**src/rtl/div_pkg.sv**
```systemverilog
// Shared definitions for the sequential signed divider: FSM states and width constants.
package div_pkg;

    localparam int DEF_WIDTH = 32;

    function automatic int cnt_width(input int width);
        return $clog2(width) + 1;
    endfunction

    localparam int CNT_WIDTH = cnt_width(DEF_WIDTH);

    typedef enum logic [1:0] {
        IDLE,
        RUN,
        FIX,
        DONE
    } state_t;

endpackage

```
**src/rtl/div_unit_if.sv**
```systemverilog
// Control-unit <-> divider bundle: level-held control, operands, HI/LO results and status.
interface div_unit_if
    import div_pkg::*;
#(
    parameter int WIDTH = DEF_WIDTH
);

    logic             control;
    logic [WIDTH-1:0] in0;
    logic [WIDTH-1:0] in1;
    logic [WIDTH-1:0] out0;
    logic [WIDTH-1:0] out1;
    logic             done;
    logic             div0;

    modport master (
        output control, in0, in1,
        input  out0, out1, done, div0
    );

    modport slave (
        input  control, in0, in1,
        output out0, out1, done, div0
    );

endinterface

```
**src/rtl/div_step.sv**
```systemverilog
// One restoring-division iteration: shift the next dividend bit into the partial remainder,
// subtract the divisor when it fits, and shift the resulting quotient bit into Q.
module div_step
    import div_pkg::*;
#(
    parameter int WIDTH = DEF_WIDTH
) (
    input  logic [WIDTH-1:0] r,
    input  logic [WIDTH-1:0] q,
    input  logic [WIDTH-1:0] d,
    output logic [WIDTH-1:0] r_next,
    output logic [WIDTH-1:0] q_next
);

    logic [WIDTH:0] t;
    logic           fits;

    // The true difference is always below D, so a WIDTH-bit subtract is exact.
    always_comb begin
        t      = {r, q[WIDTH-1]};
        fits   = (t >= {1'b0, d});
        r_next = fits ? (t[WIDTH-1:0] - d) : t[WIDTH-1:0];
        q_next = {q[WIDTH-2:0], fits};
    end

endmodule

```
**src/rtl/div_unit.sv**
```systemverilog
// Sequential signed divider (DIV semantics): remainder to out0 (HI), quotient to out1 (LO),
// one restoring step per cycle on operand magnitudes, sign fix-up in a final cycle.
module div_unit
    import div_pkg::*;
#(
    parameter int WIDTH = DEF_WIDTH
) (
    input logic       clk,
    input logic       reset,
    div_unit_if.slave bus
);

    localparam int CNT_W = cnt_width(WIDTH);
    localparam logic [CNT_W-1:0] LAST_STEP = CNT_W'(WIDTH - 1);

    state_t state, state_next;

    logic [WIDTH-1:0] q_reg, d_reg, r_reg;
    logic [WIDTH-1:0] q_step, r_step;
    logic [CNT_W-1:0] cnt;
    logic             sign_q, sign_r;
    logic [WIDTH-1:0] out0_reg, out1_reg;
    logic             done_reg, div0_reg;

    logic             start, step_en, fix_wr;
    logic             divisor_zero;
    logic [WIDTH-1:0] mag0, mag1;

    // Magnitude of the most negative value wraps to itself, which is correct read as unsigned.
    assign mag0         = bus.in0[WIDTH-1] ? -bus.in0 : bus.in0;
    assign mag1         = bus.in1[WIDTH-1] ? -bus.in1 : bus.in1;
    assign divisor_zero = (bus.in1 == '0);

    div_step #(.WIDTH(WIDTH)) u_step (
        .r      (r_reg),
        .q      (q_reg),
        .d      (d_reg),
        .r_next (r_step),
        .q_next (q_step)
    );

    always_ff @(posedge clk) begin
        if (reset) state <= IDLE;
        else       state <= state_next;
    end

    always_comb begin
        // NOTE: every combinational output gets a default first so no path infers a latch.
        state_next = state;
        if (!bus.control) begin
            state_next = IDLE;
        end else begin
            unique case (state)
                IDLE:    state_next = divisor_zero ? DONE : RUN;
                RUN:     if (cnt == LAST_STEP) state_next = FIX;
                FIX:     state_next = DONE;
                DONE:    state_next = DONE;
                default: state_next = IDLE;
            endcase
        end
    end

    always_comb begin
        start   = 1'b0;
        step_en = 1'b0;
        fix_wr  = 1'b0;
        if (bus.control) begin
            unique case (state)
                IDLE:    start   = 1'b1;
                RUN:     step_en = 1'b1;
                FIX:     fix_wr  = 1'b1;
                default: ;
            endcase
        end
    end

    always_ff @(posedge clk) begin
        // NOTE: non-blocking assignments so every register updates from pre-edge values.
        if (reset) begin
            q_reg    <= '0;
            d_reg    <= '0;
            r_reg    <= '0;
            cnt      <= '0;
            sign_q   <= 1'b0;
            sign_r   <= 1'b0;
            out0_reg <= '0;
            out1_reg <= '0;
            done_reg <= 1'b0;
            div0_reg <= 1'b0;
        end else if (!bus.control) begin
            // Abort/release: status and working registers clear, results are retained.
            q_reg    <= '0;
            d_reg    <= '0;
            r_reg    <= '0;
            cnt      <= '0;
            sign_q   <= 1'b0;
            sign_r   <= 1'b0;
            done_reg <= 1'b0;
            div0_reg <= 1'b0;
        end else if (start) begin
            q_reg  <= mag0;
            d_reg  <= mag1;
            r_reg  <= '0;
            cnt    <= '0;
            sign_q <= bus.in0[WIDTH-1] ^ bus.in1[WIDTH-1];
            sign_r <= bus.in0[WIDTH-1];
            if (divisor_zero) begin
                done_reg <= 1'b1;
                div0_reg <= 1'b1;
            end
        end else if (step_en) begin
            r_reg <= r_step;
            q_reg <= q_step;
            cnt   <= cnt + 1'b1;
        end else if (fix_wr) begin
            out1_reg <= sign_q ? -q_reg : q_reg;
            out0_reg <= sign_r ? -r_reg : r_reg;
            done_reg <= 1'b1;
        end
    end

    assign bus.out0 = out0_reg;
    assign bus.out1 = out1_reg;
    assign bus.done = done_reg;
    assign bus.div0 = div0_reg;

endmodule

```
**src/flat_wrapper.sv**
```systemverilog
// flat-port wrapper written by rule: the top's interface ports become plain ports
module div_unit_flat import div_pkg::*;
#(
    parameter int WIDTH = DEF_WIDTH
)
  (clk, reset, bus_control, bus_in0, bus_in1, bus_out0, bus_out1, bus_done, bus_div0);
  div_unit_if #(.WIDTH(WIDTH)) bus_i ();
  input logic clk;
  input logic reset;
  input wire logic [$bits(bus_i.control)-1:0] bus_control;
  input wire logic [$bits(bus_i.in0)-1:0] bus_in0;
  input wire logic [$bits(bus_i.in1)-1:0] bus_in1;
  output wire logic [$bits(bus_i.out0)-1:0] bus_out0;
  output wire logic [$bits(bus_i.out1)-1:0] bus_out1;
  output wire logic [$bits(bus_i.done)-1:0] bus_done;
  output wire logic [$bits(bus_i.div0)-1:0] bus_div0;
  assign bus_i.control = bus_control;
  assign bus_i.in0 = bus_in0;
  assign bus_i.in1 = bus_in1;
  assign bus_out0 = bus_i.out0;
  assign bus_out1 = bus_i.out1;
  assign bus_done = bus_i.done;
  assign bus_div0 = bus_i.div0;
  div_unit #(.WIDTH(WIDTH)) u_core (.clk(clk), .reset(reset), .bus(bus_i));
endmodule
```
**config.mk**
```make
export PLATFORM = sky130hd
export DESIGN_NAME = div_unit_flat
export DESIGN_NICKNAME = d
export VERILOG_FILES = /design/src/rtl/div_pkg.sv /design/src/rtl/div_unit_if.sv /design/src/rtl/div_step.sv /design/src/rtl/div_unit.sv /design/src/flat_wrapper.sv
export SDC_FILE = /design/constraint.sdc
export NUM_CORES = 1
export LEC_CHECK = 0
export CAP_MARGIN = 5
export CORE_MARGIN = 3
export CORE_UTILIZATION = 58
export DETAILED_ROUTE_END_ITERATION = 8
export GPL_ROUTABILITY_DRIVEN = 0
export PLACE_DENSITY = 0.89
export SLEW_MARGIN = 40
export SYNTH_ARGS = -nofsm -noshare
export SYNTH_HDL_FRONTEND = slang
export SYNTH_HIERARCHICAL = 1
export SYNTH_SLANG_ARGS = --single-unit
```
**constraint.sdc**
```tcl
create_clock -name clk -period 3.8 [get_ports clk]
set_input_delay 0.76 -clock clk [delete_from_list [all_inputs] [get_ports clk]]
set_output_delay 0.76 -clock clk [all_outputs]
set_load 0.02 [all_outputs]
```
==> impl_summary.txt <==
----------------------------------------------------
[Synth]
  Post-synthesis share of cell area spent on full adders, half adders and majority gates ... under 10%
  Number of library cell types mapped by synthesis ... 76
  Number of register bits inferred by synthesis ... 172
  Cell area after synthesis ... around 12000 µm²
  Mean Syn Cell Area ... between 7 and 8 µm²
  Dominant combinational cell family by area after synthesis ... compound AO/OA/AOI/OAI gates
  Cells after Synth ... roughly 1500
  Top flip-flop cell by instance count after synthesis ... dfxtp_1
  Share of synthesized registers carrying an async set or reset ... 0%
  Sequential cell area fraction in the yosys report ... between 20% and 30%
  Synthesized-area fraction occupied by xor and xnor cells ... a little under a tenth
  Simple-gate portion of the synthesized area ... between 20% and 30%
  Post-synthesis net count ... roughly 1600
  Post-synth EDFFs ... 0
  Share of the synthesized area in compound gates (AO/OA/AOI/OAI) ... 25.6%
  Multiplexer share of the synthesized area ... about 1.6%
  Synthesis Warnings ... 6

[Setup path]
  Sort of element at the start of the critical path ... input port
  Type of element capturing the critical path ... flop
  Critical path cell sequence ... clkdlybuf4s50_1 > or4_1 > or4_1 > o41ai_1 > xor2_1 > a21oi_1
  Crit path arrival time ... around 3.5 ns
  CP Buf/Inv Count ... 1
  Data required time at the worst endpoint ... between 4 and 5 ns
  Cell family with most CP delay ... simple AND/OR/NAND/NOR gates
  Slowest-stage cell, CP ... or4_1
  Peak fanout along the critical path ... 13
  Critical path's largest stage delay ... about 0.8 ns
  Most numerous cell on the critical path ... or4_1
  Type of the worst setup path ... input port to flop

[Global routing]
  Vias in the first global route ... between 10000 and 15000
  GRT Total Usage ... between 20% and 30%
  Total overflow reported by the global router ... 0
  Global-route wire length before repair ... 53.6 mm
  Number of antenna violations at the first check in global routing ... 0
  Largest net degree at the start of global routing ... 48

[Clock tree]
  Sinks on Clock Net ... 172
  Hold-fix buffer count after cts ... 0
  Inserted Clock Buffers ... 17
  Skew-Pair Late Insertion Delay ... 0.43 ns
  Clock-pin slew on the worst setup and hold paths ... roughly 0.070 ns
  H-tree Lvls ... 4
  Post-cts resize count ... 0
  Count of buffers added by post-CTS timing repair for setup ... 0
  CTS root buffer ... clkbuf_16
  Maximum buffer depth of the clock tree ... 2
  TritonCTS clock tree ... yes

[Timing]
  Worst Max-Slew Pin Slew ... between 0.7 and 0.8 ns
  Max-slew violation total from the final report ... 0
  Crit path time final ... between 3 and 4 ns
  Max Fclk ... 314 MHz
  Final worst-path cycle share ... roughly 84%
  Setup WS post-layout ... roughly 0.61 ns
  Final Setup Violations ... 0
  Relative max-transition margin ... 47.4%
  Worst setup skew after layout ... a little over 0.009 ns
  Setup repair after global routing missed its margin ... false
  Final hold violation count ... 0
  Final TNS setup ... 0 ns

[Power]
  Internal Power ... between 3 and 4 mW
  IR Drop Worst-Case VDD ... about 0.34 mV
  Net switching share of the total power ... 27.5%
  Standby leakage power ... between 5 and 6 nW
  Power density cells ... 334 nW/µm²
  Sequential group share of total power ... 42.2%
  Combinational group share of total power ... 16.0%
  Clock network fraction of total power ... a little over two fifths
  Switching pwr ... roughly 1.2 mW

[Final layout]
  Final Net Count ... about 1700
  Commonest non-fill, non-tap cells in the layout ... 190 x nand2_1, 169 x dfxtp_1, 132 x clkdlybuf4s50_1
  Most common library cell in the layout ignoring fill and taps ... nand2_1
  Area overhead of the layout relative to synthesis ... 16.8%
  Final non-filler cell area ... roughly 14000 µm²
  # diodes ... 0
  Share of post-route cells with drive strength above 1 ... slightly above 7%

[Place]
  Number of port buffers ... around 130
  Worst Setup Slack post-DPL ... 0.206 ns
  Placed instance area ... 12900 µm²
  Post-DP HPWL ... between 20 and 25 mm

[Die]
  Boundary Pins ... 133
  Die area ... approximately 22000 µm²
  Horizontal extent of the die ... 147 µm
  Height of the die ... ~150 µm
  Area of the placeable core ... 19500 µm²
  Std-Cell Rows ... around 50
  Initial core utilization ... 59.4%

[Detailed routing]
  Remaining DRCs ... 0
  Post-detailed-route count of antenna-violating nets ... 0
  Via-per-instance ratio ... 6.39
  Average wire per standard cell ... between 15 and 20 µm
  Routed wire length ... between 30 and 40 mm
  Overall via count from detail_route ... 11800
  Number of search-and-repair iterations in the first detailed-routing pass ... 6
  Detailed router's first-iteration violation count ... roughly 1500

[Job]
  Max capacitance violation total ... 0

[Status]
  Result of the run ... finished clean

[Worst hold path]
  Hold/Removal Path Class ... flop to flop

----------------------------------------------------
[worst register-to-register path, stage by stage, from the launching register on]
cell	delay, ns
dfxtp_1	0.40
ha_1	0.44
nand3_1	0.14
nor3_1	0.24
o31ai_2	0.18
a21oi_4	0.23
a21oi_2	0.09
o311a_4	0.46
inv_1	0.31
mux2_2	0.39
nand2_1	0.06
a21oi_1	0.06
[cell type report]
cell class	count	area, µm²
clock buffers	19	453
flip-flops and latches	172	3450
well taps	265	332
multi-input cells	1156	7340
inverters	52	195
clock inverters	12	185
repair buffers	166	1590
fillers	1562	5980
[cells in the mapped netlist (14+ instances only)]
cell | n | area (µm²)
or3_1 | 27 | 169
nand2_1 | 190 | 713
a21oi_1 | 119 | 596
nor3_1 | 28 | 140
nand4_1 | 14 | 87.6
o41ai_1 | 33 | 289
ha_1 | 37 | 463
and3_1 | 18 | 113
nor4_1 | 22 | 138
o21ai_0 | 114 | 571
or4_1 | 20 | 150
a211oi_1 | 35 | 263
dfxtp_1 | 172 | 3440
clkbuf_1 | 85 | 319
o22ai_1 | 19 | 119
xnor2_1 | 22 | 193
o31ai_1 | 31 | 233
or2_2 | 14 | 87.6
nor2b_1 | 22 | 138
mux2i_1 | 14 | 140
buf_4 | 33 | 248
nand3_1 | 30 | 150
nor2_1 | 91 | 342
inv_1 | 52 | 195
xor2_1 | 101 | 885
a21o_1 | 14 | 105
[per-stage QoR]
| step | std cells | utilization (%) | power, mW | hold WS (ns) |
|---|---|---|---|---|
| finish | 1842 | 69.4 | 4.53 | 0.451 |
| global route | 1842 | 69.4 | 4.67 | 0.485 |
| CTS | 1842 | 69.3 | 4.50 | 0.459 |
| detailed placement | 1811 | 66.0 | 2.63 | 0.444 |
| global placement | 1811 | 66.0 | 2.61 | 0.436 |
| floorplan | 1514 | - | 2.42 | 0.425 |
[path summary, 6_finish.rpt]
kind	to	startpoint	slack, ns	depth (start not counted)
max	u_core/d_reg[22]	bus_in1[4]	0.61	6
min	u_core/bus.out0[30]	u_core/bus.out0[30]	0.45	2
max reg2reg	u_core/r_reg[21]	u_core/r_reg[5]	0.66	11
min reg2reg	u_core/bus.out0[30]	u_core/bus.out0[30]	0.45	2
[per-layer routing]
layer	part of all wire, %	wire, µm	GRT usage, %
met1	42	14300	40.6
met2	44	14800	46.1
met3	11	3570	6.28
met4	3.0	1010	11.7
met5	0	0	0
[power by group through the flow]
stage	logic [mW]	registers, mW	clock network, mW
6_report	0.724	1.91	1.89
5_1_grt	0.780	1.91	1.97
4_1_cts	0.703	1.90	1.90
3_5_place_dp	0.691	1.94	0
3_3_place_gp	0.674	1.94	0
2_1_floorplan	0.512	1.91	0
[kinds of logic (layout without fill, tap and decap cells)]
| group | after synthesis | after routing |
|---|---|---|
| compound gates | 453 | 453 |
| xor+xnor | 123 | 123 |
| fa+ha+maj | 38 | 38 |
| buf+inv | 186 | 249 |
| flops | 172 | 172 |
| mux | 18 | 18 |
| simple gates | 524 | 524 |
No activity file was read; power rests on OpenSTA's default activity.
